[config.mk]
export PLATFORM = sky130hd
export DESIGN_NAME = blocking_out_fifo_mc
export DESIGN_NICKNAME = d
export VERILOG_FILES = /design/src/rtl/blocking_out_fifo_mc.sv
export SDC_FILE = /design/constraint.sdc
export NUM_CORES = 1
export LEC_CHECK = 0
export CORE_MARGIN = 4
export CORE_UTILIZATION = 50
export CTS_CLUSTER_DIAMETER = 100
export DETAILED_ROUTE_END_ITERATION = 16
export PLACE_DENSITY = 0.69
export SLEW_MARGIN = 20
export SYNTH_ARGS = -nofsm -noshare
export SYNTH_HDL_FRONTEND = slang
export SYNTH_SLANG_ARGS = --single-unit
[constraint.sdc]
create_clock -name clk -period 2.6 [get_ports clk]
set_clock_uncertainty 0.15 [all_clocks]
set_input_delay 0.39 -clock clk [delete_from_list [all_inputs] [get_ports clk]]
set_output_delay 0.39 -clock clk [all_outputs]
set_load 0.03 [all_outputs]
[src/rtl/blocking_out_fifo_mc.sv]
// blocking_out_fifo_mc: CH independent blocking output ports, each backed by a DEPTH-entry FIFO,
// fed from one channel-addressed producer port with blocking or non-blocking writes.
module blocking_out_fifo_mc #(
   parameter int DATA_W = 32,
   parameter int CH = 4,
   parameter int DEPTH = 4,
   localparam int CH_W = (CH > 1) ? $clog2(CH) : 1,
   localparam int AW = $clog2(DEPTH),
   localparam int LW = AW + 1
) (
   input  logic                 clk,
   input  logic                 rst,
   input  logic                 wr_valid,
   input  logic                 wr_nb,
   input  logic [CH_W-1:0]      wr_ch,
   input  logic [DATA_W-1:0]    wr_data,
   output logic                 wr_ready,
   output logic                 nb_result,
   output logic                 nb_result_valid,
   output logic                 wr_err,
   output logic [CH*DATA_W-1:0] out_data,
   input  logic [CH-1:0]        out_sync,
   output logic [CH-1:0]        out_notify,
   output logic [CH*LW-1:0]     out_level
);
   logic [DATA_W-1:0] mem_q [CH][DEPTH];
   logic [AW-1:0] rd_ptr_q [CH];
   logic [AW-1:0] rd_ptr_d [CH];
   logic [AW-1:0] wr_ptr_q [CH];
   logic [AW-1:0] wr_ptr_d [CH];
   logic [LW-1:0] level_q [CH];
   logic [LW-1:0] level_d [CH];
   logic [CH-1:0] full, push_c, pop_c;
   logic ch_ok, push;
   logic [CH_W-1:0] ch_idx;
   logic nb_result_q, nb_valid_q, wr_err_q;

   // full is registered state, so a same-cycle pop never frees a slot for a blocking write
   always_comb begin
      ch_ok = 32'(wr_ch) < CH;
      ch_idx = ch_ok ? wr_ch : '0;
      for (int c = 0; c < CH; c++) full[c] = level_q[c] == LW'(DEPTH);
      wr_ready = wr_nb | ~ch_ok | ~full[ch_idx];
      push = wr_valid & ch_ok & ~full[ch_idx];
      out_data = '0;
      out_level = '0;
      out_notify = '0;
      for (int c = 0; c < CH; c++) begin
         push_c[c] = push & (ch_idx == CH_W'(c));
         out_notify[c] = level_q[c] != '0;
         pop_c[c] = out_notify[c] & out_sync[c];
         wr_ptr_d[c] = wr_ptr_q[c] + AW'(push_c[c]);
         rd_ptr_d[c] = rd_ptr_q[c] + AW'(pop_c[c]);
         level_d[c] = level_q[c] + LW'(push_c[c]) - LW'(pop_c[c]);
         out_data[c*DATA_W +: DATA_W] = out_notify[c] ? mem_q[c][rd_ptr_q[c]] : '0;
         out_level[c*LW +: LW] = level_q[c];
      end
   end

   always_ff @(posedge clk or negedge rst) begin
      if (!rst) begin
         for (int c = 0; c < CH; c++) begin
            for (int e = 0; e < DEPTH; e++) mem_q[c][e] <= '0;
            rd_ptr_q[c] <= '0;
            wr_ptr_q[c] <= '0;
            level_q[c] <= '0;
         end
         nb_result_q <= 1'b0;
         nb_valid_q <= 1'b0;
         wr_err_q <= 1'b0;
      end else begin
         for (int c = 0; c < CH; c++) begin
            if (push_c[c]) mem_q[c][wr_ptr_q[c]] <= wr_data;
            rd_ptr_q[c] <= rd_ptr_d[c];
            wr_ptr_q[c] <= wr_ptr_d[c];
            level_q[c] <= level_d[c];
         end
         if (wr_valid & wr_nb) nb_result_q <= push;
         nb_valid_q <= wr_valid & wr_nb;
         wr_err_q <= wr_valid & ~ch_ok;
      end
   end

   assign nb_result = nb_result_q;
   assign nb_result_valid = nb_valid_q;
   assign wr_err = wr_err_q;
endmodule

---- Word-level counts from Yosys, hierarchy flattened ----
Index checks and enable logic that the tools add are counted.
storage, ports and cells
  flip-flop bits (word level) ............. 542
  input port bits ......................... 42
  output and inout bits ................... 148
operators by class
  add/subtract/negate cells ............... 16
  magnitude comparators ................... 13
  equality and inequality tests ........... 7
  muxes and demuxes ....................... 30
  bitwise logic cells ..................... 20
  reductions and logical operators ........ 9
operators with widths
  kind                                                         count
  bitwise mux 128 bit                                          4
  two-way mux 32 bit                                           16
  binary-select mux 32 bit (select 2 bit)                      4
  demux 32 bit (select 2 bit)                                  4
  greater-or-equal comparator 3 bit (second input constant)    8
  NOT 2 -> 3 bit                                               8
  adder 2 x 1 -> 2 bit                                         8
  adder 3 x 1 -> 3 bit                                         4
  equality test 3 bit (second input constant)                  4
  less-than comparator 3 x 1 -> 1 bit (second input constant)  4
  nonzero test 3 bit                                           4
  subtractor 3 x 1 -> 3 bit                                    4
  AND 1 bit                                                    10
  equality test 2 bit (second input constant)                  2
  logical AND 1 bit                                            4
  less-than comparator 2 x 3 -> 1 bit (second input constant)  1
  binary-select mux 1 bit (select 2 bit)                       1
  equality test 2 x 1 -> 1 bit (second input constant)         1
  zero test 2 bit                                              1
  two-way mux 1 bit                                            1
  NOT 1 bit                                                    1
  OR 1 bit                                                     1

---- Depth between registers and ports, before layout ----
  word-level depth ........................ 8
  depth in mapped cells ................... 10
  depth with buffers taken out ............ 9

---- Worst setup path before layout ----
Ideal clock, no wire load.
  path kind ............................... flip-flop to flip-flop
  start point ............................. reg level_q, in the netlist out_level[4]
  end point ............................... reg level_q, in the netlist out_level[5]
  setup time .............................. 0.134 ns
  data arrival time ....................... 2.594 ns
  required time ........................... 2.316 ns
  slack ................................... -0.278 ns
  cell stages (with the launch flop) ...... 10
  clock period less this slack ............ 2.878 ns
  cell sequence ........................... dfrtp_1 nor3_1 clkbuf_1 nor2b_1 ha_1 inv_1 ha_1 fa_1 xor2_1 xnor2_1
RTL lines
  element                          RTL line  text
  start, declared                  31        logic [LW-1:0] level_q [CH];
  start signal, assigned by index  76        level_q[c] <= level_d[c];

---- Final worst setup path ----
  start point ............................. reg rd_ptr_q[2] (netlist bit)
  end point ............................... out out_data[68]
between the ends
  cells in the longest elaborated chain, start to end .. 5
RTL lines
  element                                                RTL line  text
  start, declared                                        27        logic [AW-1:0] rd_ptr_q [CH];
  start signal, assigned by index                        74        rd_ptr_q[c] <= rd_ptr_d[c];
  NOT 2 -> 3 bit (not written as such)                   55        out_data[c*DATA_W +: DATA_W] = out_notify[c] ? mem_q[c][rd_ptr_q[c]] : '0;
  binary-select mux 32 bit (select 2 bit)                55
  two-way mux 32 bit (not written as such) (2 in a row)  55
  two-way mux 32 bit                                     55
  end, declared                                          21        output logic [CH*DATA_W-1:0] out_data,
Every way passes these cells. The select of a mux whose other input is x is not followed.

==> metrics.csv <==
metric;value;unit
status;finished, violations left;
violations;negative setup slack;
post-route-cell-area;32700;µm²
grt_pass1_wl;92800;µm
ant_nets;0;
cp_slowest_stage_delay;0.53;ns
synth_area_per_cell;16.0;µm²
crit_buf_inv;3;
clk_latency;0.61;ns
critPathLaunchType;register;
ys_seq_area_share;54.8;%
drc;0;
maxSlewViolCount;0;
worst_slack;-0.123;ns
htreeDepth;2;
wl;61600;µm
hold_viol_final;0;
fp.dieH;231;µm
clkSlewWorstSetupHoldPaths;0.06;ns
finalSetupTns;-6.27;ns
cts_tree;yes;
setup.worst_path.end_class;primary output;
fmax;367;MHz
vias_per_cell;5.64;
fin_crit;2.72;ns
leakage;14.4;nW
ys_async_sr_fraction;100;%
drt-pass1-iter-count;4;
rsz0062_at_grt;yes;
power_density;1600;nW/µm²
num_vias;14192;
initial_core_util;50.6;%
num_rows;81;
ir_worst_vdd;1.01;mV
crit_start;rd_ptr_q[2]$_DFF_PN0_;
grt_max_degree;76;
hold_class;input pin to async pin;
cts_max_path_buffers;3;
critPathSlowestCell;mux4_2;
fill_cells;3306;
cts_num_sinks;542;
synth-main-ff-cell;dfrtp_1;
synth_edf_count;0;
reg2reg_from;out_level[1]$_DFF_PN0_;
antenna_found_initial;0;
path_max_fanout;6;
setup_viol;118;
wire_per_inst;24.5;µm
routabilityCongestion;0.762;
min_period_over_period;105;%
layout_common_cells;531 x dfrtp_1, 470 x mux2_2, 143 x buf_12;
slew_headroom;46.8;%
dieArea;53100;µm²
syn_nets;1605;
critPathTopFamily;multiplexers;
crit_arrival;2.18;ns
yosys_warnings;0;
reg2reg_slack;0.14;ns
die_w;231;µm
synth_seq_cells;542;
yosysUniqueCellTypes;37;
core_area;49000;µm²
cts_made_buffers;56;
cp.required;2.06;ns
final_common_cell;dfrtp_1;
placed_cell_area;28700;µm²
tightest_slew;0.795;ns
syn_inst;1543;
syn_area;24800;µm²
nNetsFinal;1868;
dp_hpwl;37800;µm
portBuffers;188;
drive_above_1_share;60.9;%
grt_overflow;0;
worstSetupPathType;register to primary output;
io_pins;190;
max_cap_violations;0;
track_usage;22.6;%
drtIter0Drc;789;
area_delta_synth_final;32.2;%
grt_pass1_vias;15450;
root_buffer;clkbuf_16;
crit_chain;buf_12 > buf_16 > mux4_2 > nor2b_1 > buf_4;
[final cells by class]
| cell class | instances | area, µm² | area share, % |
|---|---|---|---|
| tap | 664 | 831 | 2.54 |
| inverter | 21 | 78.8 | 0.241 |
| clock inverter | 13 | 208 | 0.635 |
| clock buffer | 90 | 1730 | 5.29 |
| timing repair buffer | 335 | 4880 | 14.9 |
| sequential | 542 | 13600 | 41.5 |
| multi-input combinational | 850 | 11400 | 34.9 |
| antenna | 2 | 5.00 | 0.0153 |
[repair_timing]
item                                   CTS  global route
setup endpoints to repair              133           132
buffers inserted                        22            31
gates cloned                             7             9
resized for setup                      203           131
hold buffers                             1             0
endpoints found under the hold margin   49             0
pin swaps                                5             2
[cells by family (layout without fill, tap and decap cells)]
family / Yosys count / in the layout / synth area share (%)
XOR/XNOR: 16 / 16 / 0.566
flip-flops: 542 / 542 / 54.8
adder cells (fa/ha/maj): 20 / 20 / 1.13
AND/OR/NAND/NOR: 170 / 170 / 5.38
AO/OA/AOI/OAI: 3 / 3 / 0.106
buffers and inverters: 151 / 459 / 3.08
multiplexers: 640 / 640 / 34.9
other: 1 / 3 / 0.0151
[final timing paths]
check | end | depth (start not counted)
hold / removal | mem_q[106]$_DFFE_PN0P_ | 2
min in group clk | nb_result_valid$_DFF_PN0_ | 3
max in group asynchronous | rd_ptr_q[6]$_DFF_PN0_ | 3
setup / recovery | out_data[68] | 5
hold reg to reg | mem_q[311]$_DFFE_PN0P_ | 1
setup reg to reg | out_level[2]$_DFF_PN0_ | 10
[stage by stage]
| step | utilization [%] | total power, W | std cells | setup WS [ns] | hold WS (ns) |
|---|---|---|---|---|---|
| 5_1_grt | 66.9 | 0.0549 | 2515 | -0.164 | 0.203 |
| 3_5_place_dp | 58.7 | 0.0399 | 2348 | -0.320 | 0.245 |
| 3_3_place_gp | 58.7 | 0.0393 | 2348 | -0.268 | 0.242 |
| 6_report | 66.9 | 0.0525 | 2517 | -0.123 | 0.167 |
| 2_1_floorplan | - | 0.0284 | 1543 | 0.0144 | -0.0556 |
| 4_1_cts | 65.0 | 0.0509 | 2481 | -0.161 | 0.182 |
[flip-flops by register name (all words and copies together), names as in the netlist]
| signal | count |
|---|---|
| mem_q | 512 |
| nb_result_valid | 1 |
| rd_ptr_q | 8 |
| out_level | 12 |
| nb_result | 1 |
| wr_ptr_q | 8 |
[where the power goes]
group,internal (W),total (W),switching (W)
sequential,0.0125,0.0148,0.00227
combinational,0.0171,0.0294,0.0123
clock,0.00504,0.00834,0.00330
total,0.0347,0.0525,0.0178
[synth_stat cells, types with 4 or more instances]
cell type / n / area, µm²
clkbuf_1: 64 / 240
nor3_1: 4 / 20.0
buf_6: 11 / 124
xnor2_1: 4 / 35.0
nor2b_1: 132 / 826
dfrtp_1: 542 / 13600
ha_1: 16 / 200
mux2_1: 42 / 473
fa_1: 4 / 80.1
xor2_1: 12 / 105
buf_4: 18 / 135
buf_2: 36 / 180
mux4_2: 128 / 2880
mux2_2: 470 / 5290
inv_1: 21 / 78.8
nor4b_4: 6 / 143
[layer usage]
layer / part of all wire, % / wire (µm) / global-route usage, %
met1: 44 / 27100 / 30.9
met2: 50 / 30700 / 38.3
met3: 4.1 / 2540 / 3.89
met4: 1.9 / 1160 / 5.41
met5: 0 / 0 / 0
(Power assumes the default switching activity.)
